===== config.mk =====
export PLATFORM = sky130hd
export DESIGN_NAME = spi_slave_if
export DESIGN_NICKNAME = d
export VERILOG_FILES = /design/src/rtl/spi_ram_pkg.sv /design/src/rtl/spi_shift_unit.sv /design/src/rtl/spi_slave_if.sv
export SDC_FILE = /design/constraint.sdc
export NUM_CORES = 1
export LEC_CHECK = 0
export BUFFER_PORTS_ARGS = -buffer_cell sky130_fd_sc_hd__buf_2
export CAP_MARGIN = 20
export CORE_UTILIZATION = 45
export CTS_CLUSTER_SIZE = 25
export DETAILED_ROUTE_END_ITERATION = 16
export SKIP_CTS_REPAIR_TIMING = 1
export SYNTH_ARGS = -nofsm -noshare
export SYNTH_HDL_FRONTEND = slang
export SYNTH_SLANG_ARGS = --single-unit

===== constraint.sdc =====
create_clock -name clk -period 2.7 [get_ports clk]
set_input_delay 0 -clock clk [delete_from_list [all_inputs] [get_ports clk]]
set_output_delay 0 -clock clk [all_outputs]
set_load 0.1 [all_outputs]

===== src/rtl/spi_ram_pkg.sv =====
// Shared types and constants for the SPI front-end of the single-port RAM.
// Opcodes select the RAM command; states are used by the spi_slave_if FSM.
package spi_ram_pkg;

    localparam int DATA_W_DEF = 8;

    localparam logic [1:0] OP_WR_ADDR = 2'b00;
    localparam logic [1:0] OP_WR_DATA = 2'b01;
    localparam logic [1:0] OP_RD_ADDR = 2'b10;
    localparam logic [1:0] OP_RD_DATA = 2'b11;

    typedef enum logic [2:0] {
        IDLE,
        CHK_CMD,
        WRITE,
        READ_ADD,
        READ_DATA
    } state_t;

    // Sub-phases of READ_DATA once the command frame has been received.
    typedef enum logic [1:0] {
        RD_WAIT,
        RD_SHIFT,
        RD_DONE
    } rd_phase_t;

endpackage


===== src/rtl/spi_shift_unit.sv =====
// Shared bit counter with a SIPO command receiver and a PISO read-byte transmitter.
// Priority: clr > load_en > shift_en > sample_en.
module spi_shift_unit #(
    parameter int   DATA_W    = 8,
    parameter logic MISO_IDLE = 1'b0
) (
    input  logic              clk,
    input  logic              rst_n,
    input  logic              clr,
    input  logic              sample_en,
    input  logic              load_en,
    input  logic              shift_en,
    input  logic              mosi,
    input  logic [DATA_W-1:0] tx_data,
    output logic              rx_last,
    output logic              tx_done,
    output logic              miso,
    output logic [DATA_W+1:0] rx_data,
    output logic              rx_valid
);

    localparam int CNT_W = $clog2(DATA_W + 3);
    localparam logic [CNT_W-1:0] RX_LAST_CNT = CNT_W'(DATA_W + 1);
    localparam logic [CNT_W-1:0] TX_LAST_CNT = CNT_W'(DATA_W);

    logic [CNT_W-1:0]  bit_cnt;
    logic [DATA_W:0]   rx_sr;
    logic [DATA_W-2:0] tx_sr;

    assign rx_last = sample_en && (bit_cnt == RX_LAST_CNT);
    assign tx_done = shift_en && (bit_cnt == TX_LAST_CNT);

    // NOTE: all state here is updated with <= so every register sees pre-edge values.
    always_ff @(posedge clk or negedge rst_n) begin
        if (!rst_n) begin
            bit_cnt  <= '0;
            rx_sr    <= '0;
            tx_sr    <= '0;
            miso     <= MISO_IDLE;
            rx_data  <= '0;
            rx_valid <= 1'b0;
        end else begin
            rx_valid <= 1'b0;
            if (clr) begin
                bit_cnt <= '0;
                miso    <= MISO_IDLE;
            end else if (load_en) begin
                miso    <= tx_data[DATA_W-1];
                tx_sr   <= tx_data[DATA_W-2:0];
                bit_cnt <= CNT_W'(1);
            end else if (shift_en) begin
                if (tx_done) begin
                    miso    <= MISO_IDLE;
                    bit_cnt <= '0;
                end else begin
                    miso    <= tx_sr[DATA_W-2];
                    tx_sr   <= tx_sr << 1;
                    bit_cnt <= bit_cnt + CNT_W'(1);
                end
            end else if (sample_en) begin
                if (rx_last) begin
                    rx_data  <= {rx_sr, mosi};
                    rx_valid <= 1'b1;
                    bit_cnt  <= '0;
                end else begin
                    rx_sr   <= {rx_sr[DATA_W-1:0], mosi};
                    bit_cnt <= bit_cnt + CNT_W'(1);
                end
            end
        end
    end

endmodule


===== src/rtl/spi_slave_if.sv =====
// SPI slave front-end for the single-port RAM: command FSM and read-address tracking.
// Optional sticky abort flag frame_err is built when SPI_FRAME_ERR_EN is defined.
module spi_slave_if
    import spi_ram_pkg::*;
#(
    parameter int   DATA_W    = DATA_W_DEF,
    parameter logic MISO_IDLE = 1'b0
) (
    input  logic              clk,
    input  logic              rst_n,
    input  logic              ss_n,
    input  logic              mosi,
    output logic              miso,
`ifdef SPI_FRAME_ERR_EN
    output logic              frame_err,
`endif
    output logic [DATA_W+1:0] rx_data,
    output logic              rx_valid,
    input  logic [DATA_W-1:0] tx_data,
    input  logic              tx_valid
);

    state_t    state;
    rd_phase_t rd_phase;
    logic      frame_done;
    logic      rd_addr_ok;
    logic      sample_en;
    logic      load_en;
    logic      shift_en;
    logic      rx_last;
    logic      tx_done;

    // NOTE: defaults first so no path through this block can infer a latch.
    always_comb begin
        sample_en = 1'b0;
        load_en   = 1'b0;
        shift_en  = 1'b0;
        if (!ss_n) begin
            sample_en = (state == CHK_CMD) ||
                        ((state inside {WRITE, READ_ADD, READ_DATA}) && !frame_done);
            load_en   = (state == READ_DATA) && frame_done && (rd_phase == RD_WAIT) && tx_valid;
            shift_en  = (state == READ_DATA) && frame_done && (rd_phase == RD_SHIFT);
        end
    end

    spi_shift_unit #(
        .DATA_W    (DATA_W),
        .MISO_IDLE (MISO_IDLE)
    ) u_shift (
        .clk       (clk),
        .rst_n     (rst_n),
        .clr       (ss_n),
        .sample_en (sample_en),
        .load_en   (load_en),
        .shift_en  (shift_en),
        .mosi      (mosi),
        .tx_data   (tx_data),
        .rx_last   (rx_last),
        .tx_done   (tx_done),
        .miso      (miso),
        .rx_data   (rx_data),
        .rx_valid  (rx_valid)
    );

    always_ff @(posedge clk or negedge rst_n) begin
        if (!rst_n) begin
            state      <= IDLE;
            rd_phase   <= RD_WAIT;
            frame_done <= 1'b0;
            rd_addr_ok <= 1'b0;
        end else if (ss_n) begin
            // Abort or normal end of frame; rd_addr_ok deliberately survives.
            state      <= IDLE;
            rd_phase   <= RD_WAIT;
            frame_done <= 1'b0;
        end else begin
            unique case (state)
                IDLE: begin
                    state      <= CHK_CMD;
                    frame_done <= 1'b0;
                end
                CHK_CMD: begin
                    if (!mosi)          state <= WRITE;
                    else if (rd_addr_ok) state <= READ_DATA;
                    else                state <= READ_ADD;
                end
                WRITE: begin
                    if (rx_last) frame_done <= 1'b1;
                end
                READ_ADD: begin
                    if (rx_last) begin
                        frame_done <= 1'b1;
                        rd_addr_ok <= 1'b1;
                    end
                end
                READ_DATA: begin
                    if (rx_last) begin
                        frame_done <= 1'b1;
                        rd_phase   <= RD_WAIT;
                    end else if (load_en) begin
                        rd_phase <= RD_SHIFT;
                    end else if (tx_done) begin
                        rd_phase   <= RD_DONE;
                        rd_addr_ok <= 1'b0;
                    end
                end
                default: state <= IDLE;
            endcase
        end
    end

`ifdef SPI_FRAME_ERR_EN
    always_ff @(posedge clk or negedge rst_n) begin
        if (!rst_n) begin
            frame_err <= 1'b0;
        end else if (ss_n && (state != IDLE) &&
                     (!frame_done || ((state == READ_DATA) && (rd_phase == RD_SHIFT)))) begin
            frame_err <= 1'b1;
        end
    end
`endif

endmodule


## After elaboration in Yosys (flattened, before gate mapping)

Cells that the tools add are included.

| cells by class | value |
|---|---|
| reductions and logical operators | 26 |
| mux-type cells | 37 |
| equal/unequal tests | 14 |
| bitwise logic cells | 4 |
| add/subtract/negate cells | 1 |

Operator list:

| kind | count |
|---|---|
| 4-bit two-way mux | 6 |
| 7-bit two-way mux | 3 |
| 1-bit two-way mux | 17 |
| 2-bit two-way mux | 5 |
| 2-bit inequality test, second input constant | 5 |
| 5-bit AND reduction | 2 |
| 3-bit two-way mux | 3 |
| 3-bit one-hot mux with 3 select lines | 1 |
| 3-bit nonzero test | 3 |
| 4-bit == test, second input constant | 2 |
| 4-bit nonzero test | 2 |
| 1-bit logical AND | 7 |
| 3-bit by 2-bit == test with 1-bit output, second input constant | 2 |
| 6-bit AND reduction | 1 |
| 2-bit nonzero test | 3 |
| 4-bit by 1-bit adder with 4-bit output, second input constant | 1 |
| 1-bit NOT | 4 |
| 1-bit one-hot mux with 2 select lines | 2 |
| 2-bit AND reduction | 2 |
| 3-bit by 1-bit == test with 1-bit output, second input constant | 1 |
| 3-bit == test, second input constant | 1 |
| 3-bit logical NOT | 1 |
| 3-bit by 1-bit inequality test with 1-bit output, second input constant | 1 |
| 3-bit AND reduction | 1 |
| other kinds (6) | 6 |

| word-level totals | value |
|---|---|
| logic and storage cells | 92 |
| input port bits | 13 |
| output and inout port bits | 12 |
| register bits | 39 |

## Logic depth before layout (Yosys ltp)

Gate-level depths: netlist of the first run.

| depth | value |
|---|---|
| word-level depth | 11 |
| mapped depth | 7 |
| depth with buffers taken out | 6 |

## Cells and area by module

From an unflattened synthesis of the first run, not the netlist that was laid out.

| unflattened totals | value |
|---|---|
| cells, all modules | 151 |
| area total of the unflattened synthesis | 1,940.6 µm² |

Modules (own cells, without submodules):

| module | area an instance (µm²) | cells an instance | seq. area each (µm²) | instances |
|---|---|---|---|---|
| spi_shift_unit | 1,526.5 | 106 | 800.8 | 1 |
| spi_slave_if | 414.1 | 45 | 175.2 | 1 |

## Least setup slack after synthesis of the first run

Ideal clock, no wire load.

| path | value |
|---|---|
| path type | flip-flop to flip-flop |
| start point | register rd_phase[0] |
| end point | register u_shift.rx_data[3] |
| stages on the path, launching flop included | 6 |
| setup time | 125 ps |
| arrival time | 1,896 ps |
| path slack | 679 ps |
| required time | 2,575 ps |
| path through | dfrtp_1 -> or2_2 -> a311o_1 -> nor2_1 -> buf_2 -> mux2_2 |

| between the ends | value |
|---|---|
| word-level cells in the longest chain between the ends | 6 |

Ends and longest elaborated chain:

| what | line | source |
|---|---|---|
| from (decl) | spi_slave_if.sv:24 | `rd_phase_t rd_phase;` |
| from (signal assigned) | spi_slave_if.sv:68 | `rd_phase <= RD_WAIT;` |
| from (signal assigned) | spi_slave_if.sv:74 | `rd_phase <= RD_WAIT;` |
| from (signal assigned) | spi_slave_if.sv:99 | `rd_phase <= RD_WAIT;` |
| 2-bit logical NOT | spi_slave_if.sv:41 | `load_en = (state == READ_DATA) && frame_done && (rd_phase == RD_WAIT) && tx_valid;` |
| 1-bit logical AND (2 in series) | spi_slave_if.sv:41 |  |
| 1-bit two-way mux | spi_slave_if.sv:38 | `if (!ss_n) begin` |
| 1-bit NOT (no source line) | n/a |  |
| 5-bit AND reduction (no source line) (*) | n/a |  |
| to (signal assigned) | spi_shift_unit.sv:62 | `rx_data <= {rx_sr, mosi};` |
| to (decl) | spi_shift_unit.sv:18 | `output logic [DATA_W+1:0] rx_data,` |

Every way passes the cells marked *; elsewhere a longest branch is shown, timed or not.
A chain may end at the register's enable or synchronous reset.

## Worst setup path in the final report of the first run

| path | value |
|---|---|
| start point | register state[1] |
| end point | register u_shift.tx_sr[5] |

| between the ends | value |
|---|---|
| word-level cells in the longest chain between the ends | 7 |

Ends and longest elaborated chain:

| what | line | source |
|---|---|---|
| from (decl) | spi_slave_if.sv:23 | `state_t state;` |
| from (signal assigned) | spi_slave_if.sv:67 | `state <= IDLE;` |
| from (signal assigned) | spi_slave_if.sv:73 | `state <= IDLE;` |
| from (signal assigned) | spi_slave_if.sv:79 | `state <= CHK_CMD;` |
| 3-bit == test (*) | spi_slave_if.sv:41, spi_slave_if.sv:42 |  |
| 1-bit logical AND (*) | spi_slave_if.sv:41, spi_slave_if.sv:42 |  |
| 1-bit logical AND (on tied branches) | spi_slave_if.sv:41, spi_slave_if.sv:42 |  |
| 1-bit logical AND / 1-bit two-way mux (equally long branches) | spi_slave_if.sv:41, spi_slave_if.sv:38 |  |
| 1-bit two-way mux / 1-bit logical AND (equally long branches) | spi_slave_if.sv:38, spi_shift_unit.sv:31 |  |
| 2-bit inequality test (no source line) / 2-bit nonzero test (equally long branches) | n/a |  |
| 3-bit AND reduction (no source line) | n/a |  |
| to (signal assigned) | spi_shift_unit.sv:49 | `tx_sr <= tx_data[DATA_W-2:0];` |
| to (signal assigned) | spi_shift_unit.sv:57 | `tx_sr <= tx_sr << 1;` |
| to (decl) | spi_shift_unit.sv:28 | `logic [DATA_W-2:0] tx_sr;` |

Marks and branches as above.

==> results.tsv, run 1 <==
metric	value	unit
outcome	complete, no violations	
cp_num_buf_inv	0	
synthArstFlopShare	100	%
drcViolationCount	0	
max_stage_delay	0.67	ns
first_pass_iters	3	
dieArea	4450	sq um
nNetsFinal	211	
die_w	66.7	um
critPathSlowestCell	nor4_4	
hold_ws	0.0106	ns
grt_pass1_vias	1218	
die_h	66.7	um
clk_latency	0.29	ns
cts_tree	done	
dpl.hpwl	2420	um
synth_common_cells	39 x dfrtp_1, 20 x mux2_2, 10 x nor2_1	
wl_per_cell	13.8	um
synth.top_cell.area_share	51.8	%
path_clk_slew	0.08	ns
start_util	47.1	%
setup_viol	0	
rsz0062_at_grt	no	
maxCapViolCount	0	
max_freq	0.472	GHz
syn_inst	164	
required	2.88	ns
hold_viol	0	
combPwrFrac	17.6	%
skew	0.00717	ns
htreeDepth	2	
power_density	652	nW/um^2
worstSetupPathType	reg -> reg	
place_congestion	0.878	
io_pins	25	
maxSlewHeadroom	44.8	%
vias_per_cell	5.48	
final_cells	246	
start_kind	flip-flop	
leakagePower	1.01	nW
p_clk_share	29.8	%
internal_power	1.03	mW
syn-cell-area	1890	sq um
numClockSinks	39	
synth_ff_type	dfrtp_1	
ys_seq_elements	39	
synth_enable_flop_cells	0	
min_period_over_period	78.4	%
seqCellArea	976	sq um
totalNegativeSetupSlack	0	ns
crit_chain	or3b_1, nor4_4, mux2i_1, a21oi_1	
dpl_worst_slack	0.568	ns
drive_gt1_share	31.1	%
finalMaxSlewViolations	0	
grt_max_degree	40	
yosys.area.top_type	dfrtp_1	
synth.most_common_cell	dfrtp_1	
power_frac_seq	52.6	%
postRouteAntennaNets	0	
hold_class	in -> reg	
crit_fanout	11	
port_buffers	24	
postSynthNetCount	180	
worst_slack	0.583	ns
multi_input_area	850	sq um
final_core_util	55.0	%
final_cell_area	2200	sq um
placed_cell_area	2080	sq um
power	1.43	mW
place_inst	236	
drt-total-wl	3400	um
rrSetupSlack	0.58	ns
diodes	0	
cts_buffers	5	
grt_usage	17.9	%
power_switching	0.403	mW
vias	1348	
cts_buffer_depth	2	
worst-slew-pin-transition	0.828	ns
fp-row-count	23	
critPathTopFamily	simple AND/OR/NAND/NOR gates	
synth-warning-count	0	
filler_cell_count	363	
coreArea	4000	sq um
dr.first_iter.drc_count	37	
avgSynthCellArea	11.5	sq um
grt_antenna_before_repair	0	
ir_drop	419	uV
areaGrowthSynthToFinish	16.7	%
setup.worst_path.end_class	flip-flop	
root_buffer	clkbuf_8	
worstPathArrival	2.29	ns
fin_crit	2.12	ns
synth_cell_type_count	41	
synth-seq-area-share	51.8	%
synthTopCellsByArea	dfrtp_1 52%, mux2_2 12%, mux2i_1 4.2%	
grt_overflow	0	
p_sw_share	28.1	%
grt_pass1_wl	5780	um
==> worst reg2reg max path, delay by kind of cell, from the launching register on <==
kind / cells / cell delay (ns)
AO/OA/AOI/OAI: 1 / 0.08
flip-flops: 1 / 0.48
multiplexers: 1 / 0.26
AND/OR/NAND/NOR: 2 / 1.18
==> cells by family (layout without fill, tap and decap cells) <==
group | count (synthesis) | in the layout | share of synthesized area, %
buf+inv | 14 | 46 | 3.19
fa+ha+maj | 3 | 3 | 1.99
mux | 28 | 28 | 16.2
flops | 39 | 39 | 51.8
simple gates | 47 | 47 | 14.6
compound gates | 33 | 33 | 12.3
==> final cells by class <==
cell class / count / share of cell area (%)
clock inverters: 1 / 0.341
well taps: 50 / 2.84
repair buffers: 32 / 8.42
multi-input cells: 111 / 38.6
clock buffers: 7 / 4.38
inverters: 6 / 1.02
flip-flops and latches: 39 / 44.4
==> sequential cells by signal (all words and copies together) (netlist names) <==
| register | cells |
|---|---|
| frame_done | 1 |
| rd_addr_ok | 1 |
| rd_phase | 2 |
| state | 3 |
| u_shift.bit_cnt | 4 |
| u_shift.miso | 1 |
| u_shift.rx_data | 10 |
| u_shift.rx_sr | 9 |
| u_shift.rx_valid | 1 |
| u_shift.tx_sr | 7 |
==> layout by cell type, fill, tap and decap left out, types with 2 or more instances in the layout <==
cell / Yosys / routed
nor2b_1: 8 / 8
o21ai_0: 3 / 3
mux2_2: 20 / 20
dfrtp_1: 39 / 39
inv_1: 6 / 6
nand3_1: 6 / 6
o211ai_1: 3 / 3
nand3b_1: 3 / 3
clkbuf_8: 0 / 7
a21oi_1: 9 / 9
mux2i_1: 8 / 8
buf_4: 0 / 6
a311o_1: 2 / 2
nor3_1: 3 / 3
o31ai_1: 3 / 3
nor2_1: 10 / 10
nand2_1: 5 / 5
dlygate4sd3_1: 0 / 2
buf_2: 6 / 24
nand2b_1: 3 / 3
ha_1: 3 / 3
==> power groups by stage <==
stage	combinational [mW]	clock (mW)	sequential (mW)
after global routing	0.288	0.467	0.772
after CTS	0.255	0.447	0.755
after floorplan	0.168	0	0.774
final	0.252	0.428	0.754
after global placement	0.245	0	0.762
after detailed placement	0.253	0	0.767
==> routing by layer <==
layer	GRT usage, %	part of all wire (%)
met2	28.4	46
met1	22.7	49
met3	5.14	3.4
met5	0	0
met4	7.45	1.6
==> final timing paths <==
kind                                               from                              to  cells after the start
setup reg to reg                   state[1]$_DFFE_PN0N_    u_shift.tx_sr[5]$_DFFE_PN0P_                      4
setup / recovery                   state[1]$_DFFE_PN0N_    u_shift.tx_sr[5]$_DFFE_PN0P_                      4
hold reg to reg            u_shift.rx_sr[8]$_DFFE_PN0P_  u_shift.rx_data[9]$_DFFE_PN0P_                      1
max in group asynchronous                         rst_n  u_shift.bit_cnt[1]$_DFFE_PN0P_                      2
min in group asynchronous                         rst_n            state[0]$_DFFE_PN0N_                      2
hold / removal                               tx_data[4]    u_shift.tx_sr[4]$_DFFE_PN0P_                      3
Power figures use the tool's default switching activity.
==> run 2: changes to the inputs <==
--- a/config.mk
+++ b/config.mk
@@ -10,6 +10,7 @@
 export CORE_UTILIZATION = 45
 export CTS_CLUSTER_SIZE = 25
 export DETAILED_ROUTE_END_ITERATION = 16
+export PLACE_DENSITY = 0.67
 export SKIP_CTS_REPAIR_TIMING = 1
 export SYNTH_ARGS = -nofsm -noshare
 export SYNTH_HDL_FRONTEND = slang
==> constraint.sdc (replaced) <==
create_clock -name clk -period 1.75 [get_ports clk]
set_input_delay 0 -clock clk [delete_from_list [all_inputs] [get_ports clk]]
set_output_delay 0 -clock clk [all_outputs]
set_load 0.1 [all_outputs]
==> results.tsv, run 2 (synthesis gave the netlist of run 1 again) <==
metric	value	unit
power	2.75	mW
largest_reg_flops	10	
final_cell_mix	38 x dfrtp_1, 31 x buf_4, 24 x buf_2	
dr_wl_met3	246	um
p_sw_share	27.5	%
top_regs	u_shift.rx_data (10), u_shift.rx_sr (9), u_shift.tx_sr (7)	
htreeDepth	2	
hold_viol	1	
start_util	47.1	%
met2WireLength	2540	um
p_clk_share	32.1	%
violations	negative hold slack, negative setup slack	
combPwrFrac	25.3	%
leakagePower	1.31	nW
port_buffers	24	
setup.worst_path.end_class	flip-flop	
root_buffer	clkbuf_8	
io_pins	25	
wl_per_cell	17.9	um
areaGrowthSynthToFinish	50.1	%
worstPathArrival	2.09	ns
first_pass_iters	5	
max_freq	0.523	GHz
hold_class	in -> reg	
drcViolationCount	0	
setup_viol	28	
dpl_worst_slack	-0.114	ns
filler_cell_count	271	
start_kind	flip-flop	
fp-row-count	23	
crit_fanout	5	
grt_max_degree	40	
clk_latency	0.29	ns
vias_per_cell	5.65	
place_congestion	0.803	
whs_path_depth	3	
met1_length	2170	um
finalMaxSlewViolations	0	
layout_commonest_cell	dfrtp_1	
grt_overflow	0	
drive_gt1_share	54.9	%
internal_power	1.99	mW
routed.top_layer	met4	
maxCapViolCount	0	
path_clk_slew	0.08	ns
grt_pass1_wl	6690	um
worst-slew-pin-transition	0.498	ns
fin_crit	1.91	ns
min_period_over_period	109	%
diodes	0	
hold_ws	-0.0121	ns
worstSetupPathType	reg -> reg	
postRouteAntennaNets	0	
power_density	970	nW/um^2
dieArea	4450	sq um
dr.first_iter.drc_count	100	
top_register	u_shift.rx_data	
power_frac_seq	42.6	%
grt_usage	20.9	%
grt_antenna_before_repair	0	
cts_buffers	5	
cts_tree	done	
drt-total-wl	5050	um
nNetsFinal	248	
ff2ff_path_depth	6	
cts_buffer_depth	2	
numClockSinks	39	
worst_slack	-0.162	ns
skew	0.00586	ns
coreArea	4000	sq um
required	1.93	ns
maxSlewHeadroom	66.8	%
rsz0062_at_grt	yes	
ir_drop	821	uV
die_h	66.7	um
grt_pass1_vias	1481	
dpl.hpwl	2790	um
outcome	complete, but fails checks	
vias	1599	
die_w	66.7	um
power_switching	0.757	mW
## run 2: final timing paths
check | from | endpoint | slack (ns)
worst max-delay path | state[1]$_DFFE_PN0N_ | u_shift.rx_sr[1]$_DFFE_PN0P_ | -0.16
worst min-delay path | tx_data[1] | u_shift.tx_sr[1]$_DFFE_PN0P_ | -0.01
worst max register to register | state[1]$_DFFE_PN0N_ | u_shift.rx_sr[1]$_DFFE_PN0P_ | -0.16
worst min register to register | u_shift.rx_data[3]$_DFFE_PN0P_ | u_shift.rx_data[3]$_DFFE_PN0P_ | 0.51
max in group asynchronous | rst_n | frame_done$_DFFE_PN0P_ | 1.08
min in group asynchronous | rst_n | u_shift.rx_data[8]$_DFFE_PN0P_ | 0.29
## run 2: final cells by class
cell class                      instances  area, sq um  share of cell area (%)
Sequential cell                        39          977                    34.5
Inverter                                6         22.5                   0.796
Multi-Input combinational cell        111         1080                    38.3
Tap cell                               50         62.6                    2.21
Timing Repair Buffer                   69          552                    19.5
Clock buffer                            6         72.6                    2.56
Clock inverter                          2         60.1                    2.12
## run 2: metal layers
layer | vias up | track usage [%]
met2 | 45 | 33.8
met5 | - | 0
met1 | 809 | 25.9
met4 | 0 | 10.6
met3 | 13 | 4.62
li1 | 732 | -
## run 2: worst max-delay path, stage by stage (launching register included)
cell and delay (ns):
dfrtp_1 0.42, buf_6 0.15, o31ai_4 0.25, o31ai_4 0.13, nand3b_1 0.31, clkbuf_16 0.24
mux2_4 0.29
## run 2: power groups by stage
stage	sequential, mW	combinational (mW)	clock (mW)
5_1_grt	1.19	0.747	0.926
3_3_place_gp	1.15	0.495	0
6_report	1.17	0.694	0.881
4_1_cts	1.14	0.514	0.896
3_5_place_dp	1.16	0.512	0
2_1_floorplan	1.19	0.272	0
## run 2: stage by stage
step | area (sq um) | util [%] | cells | hold slack, ns | setup TNS [ns]
final | 2830 | 70.8 | 283 | -0.0121 | -3.04
after global routing | 2830 | 70.8 | 283 | 0.0213 | -4.91
after CTS | 2420 | 60.4 | 266 | -0.229 | -2.57
after detailed placement | 2280 | 57.1 | 258 | 0.0883 | -1.80
after global placement | 2280 | 57.1 | 258 | 0.0694 | -1.61
after floorplan | 1940 | - | 164 | -0.296 | -2.96
